**config.mk**
```make
export PLATFORM = sky130hd
export DESIGN_NAME = otter_fetch_queue
export DESIGN_NICKNAME = d
export VERILOG_FILES = /design/src/rtl/otter_fetch_queue.sv
export SDC_FILE = /design/constraint.sdc
export NUM_CORES = 1
export LEC_CHECK = 0
export CAP_MARGIN = 20
export CORE_ASPECT_RATIO = 0.75
export CORE_MARGIN = 3
export CORE_UTILIZATION = 35
export DETAILED_ROUTE_END_ITERATION = 10
export PLACE_DENSITY = 0.5
export SYNTH_ARGS = -nofsm -noshare
export SYNTH_HDL_FRONTEND = slang
export SYNTH_SLANG_ARGS = --single-unit
```
**constraint.sdc**
```tcl
create_clock -name CLK -period 8.5 [get_ports CLK]
set_input_delay 2.55 -clock CLK [delete_from_list [all_inputs] [get_ports CLK]]
set_output_delay 2.55 -clock CLK [all_outputs]
set_load 0.005 [all_outputs]
```
**src/rtl/otter_fetch_queue.sv**
```systemverilog
// otter_fetch_queue
//   Instruction-fetch front end for the pipelined OTTER core. Owns the fetch
//   PC, issues one word read per cycle while there is room, buffers returned
//   words with their PCs in a DEPTH-entry FIFO and hands them to decode on a
//   valid/ready handshake. A redirect from execute flushes everything queued
//   or in flight and restarts fetch at the new PC in the same cycle.
//
// Ports
//   CLK, RESET_N          clock (rising edge), asynchronous active-low reset
//   REDIRECT, REDIRECT_PC taken branch/jump from execute; PC bits [1:0] ignored
//   IMEM_RDEN, IMEM_ADDR  word read request to the instruction port
//   IMEM_DOUT             read data, valid the cycle after IMEM_RDEN
//   DE_VALID, DE_READY    decode handshake
//   DE_IR, DE_PC          instruction at the FIFO head and its byte PC
//   DE_PC_INC             DE_PC + 4
//   OCCUPANCY             FIFO entry count
//
// Build option
//   OTTER_FQ_BYPASS_EN    when defined, a word returning into an empty FIFO
//                         drives decode directly in its arrival cycle.
//
// state | meaning
// ------+-------------------------------------------------------------
// BOOT  | first cycle after reset release, no read issued
// RUN   | normal fetch, one read per cycle while credit remains
// HOLD  | FIFO plus in-flight read fill every entry, no read issued

module otter_fetch_queue #(
  parameter int          DEPTH     = 4,
  parameter logic [31:0] RESET_VEC = 32'h0000_0000,
  parameter int          ADDR_W    = 14
) (
  input  logic                     CLK,
  input  logic                     RESET_N,
  input  logic                     REDIRECT,
  input  logic [31:0]              REDIRECT_PC,
  output logic                     IMEM_RDEN,
  output logic [ADDR_W-1:0]        IMEM_ADDR,
  input  logic [31:0]              IMEM_DOUT,
  output logic                     DE_VALID,
  input  logic                     DE_READY,
  output logic [31:0]              DE_IR,
  output logic [31:0]              DE_PC,
  output logic [31:0]              DE_PC_INC,
  output logic [$clog2(DEPTH):0]   OCCUPANCY
);

  localparam int PW = $clog2(DEPTH);
  localparam int CW = PW + 1;

  typedef enum logic [1:0] {BOOT, RUN, HOLD} state_t;

  state_t          state;
  logic [31:0]     fetch_pc;
  logic            inflight;
  logic [31:0]     inflight_pc;
  logic [31:0]     hold_ir;
  logic [31:0]     hold_pc;
  logic [31:0]     mem_ir [DEPTH];
  logic [31:0]     mem_pc [DEPTH];
  logic [PW-1:0]   rd_ptr;
  logic [PW-1:0]   wr_ptr;
  logic [CW-1:0]   count;

  logic [31:0]     redirect_pc_a;
  logic [31:0]     issue_pc;
  logic            fifo_empty;
  logic            bypass;
  logic            pop;
  logic            pop_fifo;
  logic            push;
  logic [CW-1:0]   committed;
  logic            has_credit;
  logic            full_credit;

  assign redirect_pc_a = REDIRECT_PC & 32'hFFFF_FFFC;
  assign issue_pc      = REDIRECT ? redirect_pc_a : fetch_pc;
  assign fifo_empty    = (count == '0);

`ifdef OTTER_FQ_BYPASS_EN
  // A redirect kills the returning word, so it may not bypass either.
  assign bypass = fifo_empty && inflight && !REDIRECT;
`else
  assign bypass = 1'b0;
`endif

  assign DE_VALID  = !fifo_empty || bypass;
  assign DE_IR     = bypass ? IMEM_DOUT   : (!fifo_empty ? mem_ir[rd_ptr] : hold_ir);
  assign DE_PC     = bypass ? inflight_pc : (!fifo_empty ? mem_pc[rd_ptr] : hold_pc);
  assign DE_PC_INC = DE_PC + 32'd4;
  assign OCCUPANCY = count;

  // A redirect voids the pop; a bypassed word taken by decode is never enqueued.
  assign pop      = DE_VALID && DE_READY && !REDIRECT;
  assign pop_fifo = pop && !fifo_empty;
  assign push     = inflight && !REDIRECT && !(bypass && DE_READY);

  // Entries owed after this cycle: the in-flight word lands now, the one
  // issued now lands next cycle, so it must still find a free slot.
  assign committed   = count + CW'(inflight) - CW'(pop);
  assign has_credit  = committed < CW'(DEPTH);
  assign full_credit = (count + CW'(inflight)) == CW'(DEPTH);

  // A redirect flushes the FIFO and kills the in-flight word, so the refetch
  // always has credit even from HOLD or a full RUN cycle.
  assign IMEM_RDEN = (state != BOOT) && (REDIRECT || (state == RUN && has_credit));
  assign IMEM_ADDR = issue_pc[ADDR_W+1:2];

  always_ff @(posedge CLK) begin
    if (push) begin
      mem_ir[wr_ptr] <= IMEM_DOUT;
      mem_pc[wr_ptr] <= inflight_pc;
    end
  end

  always_ff @(posedge CLK or negedge RESET_N) begin
    if (!RESET_N) begin
      state       <= BOOT;
      fetch_pc    <= RESET_VEC;
      inflight    <= 1'b0;
      inflight_pc <= 32'h0;
      hold_ir     <= 32'h0;
      hold_pc     <= 32'h0;
      rd_ptr      <= '0;
      wr_ptr      <= '0;
      count       <= '0;
    end else begin
      // Decode outputs keep showing the last presented word once empty.
      hold_ir  <= DE_IR;
      hold_pc  <= DE_PC;
      inflight <= IMEM_RDEN;
      if (IMEM_RDEN) begin
        inflight_pc <= issue_pc;
        fetch_pc    <= issue_pc + 32'd4;
      end else if (REDIRECT) begin
        fetch_pc <= redirect_pc_a;
      end
      if (REDIRECT) begin
        rd_ptr <= '0;
        wr_ptr <= '0;
        count  <= '0;
      end else begin
        if (push)     wr_ptr <= wr_ptr + PW'(1);
        if (pop_fifo) rd_ptr <= rd_ptr + PW'(1);
        count <= count + CW'(push) - CW'(pop_fifo);
      end
      case (state)
        BOOT:    state <= RUN;
        RUN:     if (!REDIRECT && full_credit && !pop) state <= HOLD;
        HOLD:    if (REDIRECT || pop) state <= RUN;
        default: state <= BOOT;
      endcase
    end
  end

endmodule

```
==> impl_metrics.yaml <==
power:
  combPwrFrac: 0.369
  swShare: 0.3227
  intPower_mw: 5.097
  power.share.clock: 0.237
  ir_drop_v: 0.0001476
  netSwitchingPower_mw: 2.428
  powerDensity_mw_per_mm2: 381.4
  leakage_nw: 7.302
  seq_power_share: 0.394
  finalPower_mw: 7.525
drt:
  finalWirelength_um: 37450
  routed-via-count: 9057
  wl_per_cell_um: 20.10
  drc: 0
  antenna_left: 0
  via_per_inst: 4.862
  first_iter_violations: 613
  firstDrtPassIters: 4
synthesis:
  synth_seq_area_share: 0.6939
  synth-seq-cells: 394
  synth_compound_area_frac: 0.02307
  synth_cells: 1068
  synth_ff_type: "edfxtp_1"
  ys_async_sr_fraction: 0.3503
  yosysWarnings: 0
  yosys.area_share.simple: 0.09695
  synth_mux_area_frac: 0.1148
  synth.net_count: 1147
  synth_edf_count: 256
  synth_xor_area_frac: 0.03437
  synth_fa_ha_area_frac: 0.009040
  synth_top_family_by_area: "multiplexers"
  synth_area_mm2: 0.01606
  synth_cell_types: 52
  avgSynthCellArea_um2: 15.03
floorplanning:
  die_h_um: 191.5
  die-area_mm2: 0.04851
  die_w_um: 253.3
  start_util: 0.3567
  core_mm2: 0.04502
  rows: 67
  ios: 183
worst_setup_path:
  worstSetupStartpointType: "primary input"
  worstSetupPathType: "in -> out"
  arrival_ns: 4.48
  r2r-start: "OCCUPANCY[2]"
  critPathTopFamily: "buffers and inverters"
  cp.required_ns: 5.95
  slowest_delay_ns: 0.78
  cp_max_fo: 44
  worstPathCellList: "buf_2 -> mux2i_1 -> inv_1 -> clkdlybuf4s50_1"
  r2r_end: "OCCUPANCY[2]"
  rr_worst_depth: 15
  critPathSlowestCell: "buf_2"
  end_kind: "primary output"
  crit_buf_inv: 3
  regToRegSetupSlack_ns: 4.54
min_path:
  min-delay-start: "hold_ir[28]"
  hold_class: "reg -> reg"
  whs_path_depth: 2
  hold_end: "hold_ir[28]"
cts:
  clk_latency_ns: 0.53
  holdBufCountCts: 0
  cts.sink_count: 394
  clk_pin_slew_ns: 0.05
  cts_made_buffers: 42
  cts_resized: 0
  htree_levels: 2
  cts_tree: "built"
  cts_max_path_buffers: 3
  post_cts_buffers: 0
  cts_root_buf: "clkbuf_16"
global_routing:
  grt_overflow: 0
  grt_first_pass_wirelength_um: 57190
  track_usage: 0.1556
  grt_max_degree: 85
  grt_pass1_vias: 9204
  antenna_found_initial: 1
sta:
  max_slew_margin: 0.2929
  hold_viol: 0
  fin_crit_sh: 0.8268
  clock_skew_ns: 0.01188
  whs_ns: 0.4604
  report.final.slew_viol_count: 0
  rsz0062_at_grt: "false"
  finalSetupTns_ns: 0
  fin_crit_ns: 7.027
  setup_viol: 0
  tightest_slew_ns: 1.061
  fmax_mhz: 142.3
placement:
  post_dp_cell_area_mm2: 0.01839
  place_inst: 1787
  dp_hpwl_um: 23850
  finalWeightedCongestion: 0.7371
  io_buffers: 180
job:
  drv_cap: 0
final_layout:
  num_antenna_cells: 0
  area_delta_synth_final_pct: 22.88
  finalNetCount: 1324
  instances_no_fill: 1863
  layout-drive-gt1-share: 0.1206
  finalInstanceArea_mm2: 0.01973
status:
  outcome: "finished, final reports clean"
[logic make-up after synthesis]
family / count (synthesis)
buffers and inverters: 89
XOR/XNOR: 63
adder cells (fa/ha/maj): 11
multiplexers: 102
AND/OR/NAND/NOR: 348
flip-flops: 394
AO/OA/AOI/OAI: 61
[layout make-up]
class	count	area (um^2)
timing repair buffer	195	1911
sequential	394	11150
clock buffer	60	1190
fill	4091	25290
multi-input combinational	585	4493
tap	586	733.2
clock inverter	16	153.9
inverter	27	102.6
[worst max-delay path by stage]
stage / start / endpoint / slack [ns] / depth (start not counted)
finish: REDIRECT / IMEM_ADDR[6] / 1.47 / 4
global route: OCCUPANCY[1] / DE_PC_INC[28] / 1.11 / 10
CTS: REDIRECT / IMEM_ADDR[6] / 1.42 / 4
detailed placement: REDIRECT / IMEM_ADDR[6] / 1.42 / 4
global placement: REDIRECT / IMEM_ADDR[6] / 1.43 / 4
floorplan: REDIRECT / IMEM_ADDR[11] / 1.79 / 9
[registers in the layout, indices dropped and copies added (netlist names)]
signal and flops:
hold_pc 32, fetch_pc 32, wr_ptr 2, state 2
hold_ir 32, rd_ptr 2, OCCUPANCY 3, inflight 1
inflight_pc 32, mem_ir 128, mem_pc 128
[per-layer routing]
| layer | routed length [um] | track usage | vias to the layer above |
|---|---|---|---|
| met5 | 13 | 0 | - |
| met4 | 580 | 0.03280 | 2 |
| met3 | 1697 | 0.02911 | 46 |
| met2 | 16520 | 0.2314 | 192 |
| met1 | 18640 | 0.2375 | 4573 |
| li1 | - | - | 4244 |
[cell usage after synthesis (2+ instances only)]
master	count	share of area
a21oi_1	9	0.0028
xor2_1	20	0.011
buf_4	20	0.0094
nor3b_1	3	0.0014
mux2i_1	36	0.022
ha_1	10	0.0078
nor3_1	9	0.0028
mux2_2	2	0.0014
a211oi_1	4	0.0019
mux4_1	5	0.0082
buf_1	10	0.0023
nor4b_2	2	0.0019
o21ai_0	32	0.010
nand3b_1	4	0.0019
and2_1	5	0.0019
nor4_1	2	0.00078
dfrtp_1	138	0.22
and4_1	3	0.0016
o21ai_1	2	0.00062
xnor2_1	43	0.023
inv_1	27	0.0063
and3b_1	4	0.0022
nor2_1	28	0.0065
a32o_1	2	0.0012
and3_1	6	0.0023
o2111ai_1	2	0.0011
buf_6	3	0.0021
buf_2	13	0.0041
nor2b_1	6	0.0023
nand3_1	23	0.0072
edfxtp_1	256	0.48
nand4_1	19	0.0074
mux4_2	59	0.083
nand2_1	228	0.053
clkbuf_1	16	0.0037
[worst register-to-register path, cell delays in order, from the launching register on]
cell and delay, ns:
dfrtp_1 0.45, nor3_2 0.19, buf_4 0.41, clkinv_2 0.37, buf_4 0.39, buf_4 0.40
nand2_1 0.22, nor2_1 0.07, ha_1 0.33, inv_1 0.06, ha_1 0.13, inv_1 0.05
fa_1 0.37, xor2_1 0.19, xnor2_1 0.14, nor2_1 0.05
[power by group through the flow]
| stage | combinational, mW | sequential (mW) | clock, mW |
|---|---|---|---|
| finish | 2.78 | 2.96 | 1.79 |
| global route | 3.06 | 3.03 | 1.92 |
| detailed placement | 2.84 | 3.01 | 0 |
| floorplan | 1.48 | 2.83 | 0 |
| CTS | 2.84 | 2.97 | 1.84 |
| global placement | 2.82 | 2.99 | 0 |
[layout by cell type, fill, tap and decap left out, types with 8 or more instances in the layout]
master,n
edfxtp_1,256
nand2_1,228
clkdlybuf4s50_1,178
dfrtp_1,136
mux4_2,59
xnor2_1,43
clkbuf_16,43
mux2i_1,36
o21ai_0,32
nor2_1,28
inv_1,26
nand3_1,23
xor2_1,20
nand4_1,19
buf_4,15
clkbuf_1,12
ha_1,10
clkinv_2,9
a21oi_1,9
nor3_1,8
[per-stage QoR]
step           utilization  setup slack (ns)
6_report            0.4383             1.473
5_1_grt             0.4383             1.112
4_1_cts             0.4383             1.419
3_5_place_dp        0.4084             1.421
3_3_place_gp        0.4084             1.429
2_1_floorplan            -             1.787
(Power assumes the default switching activity.)
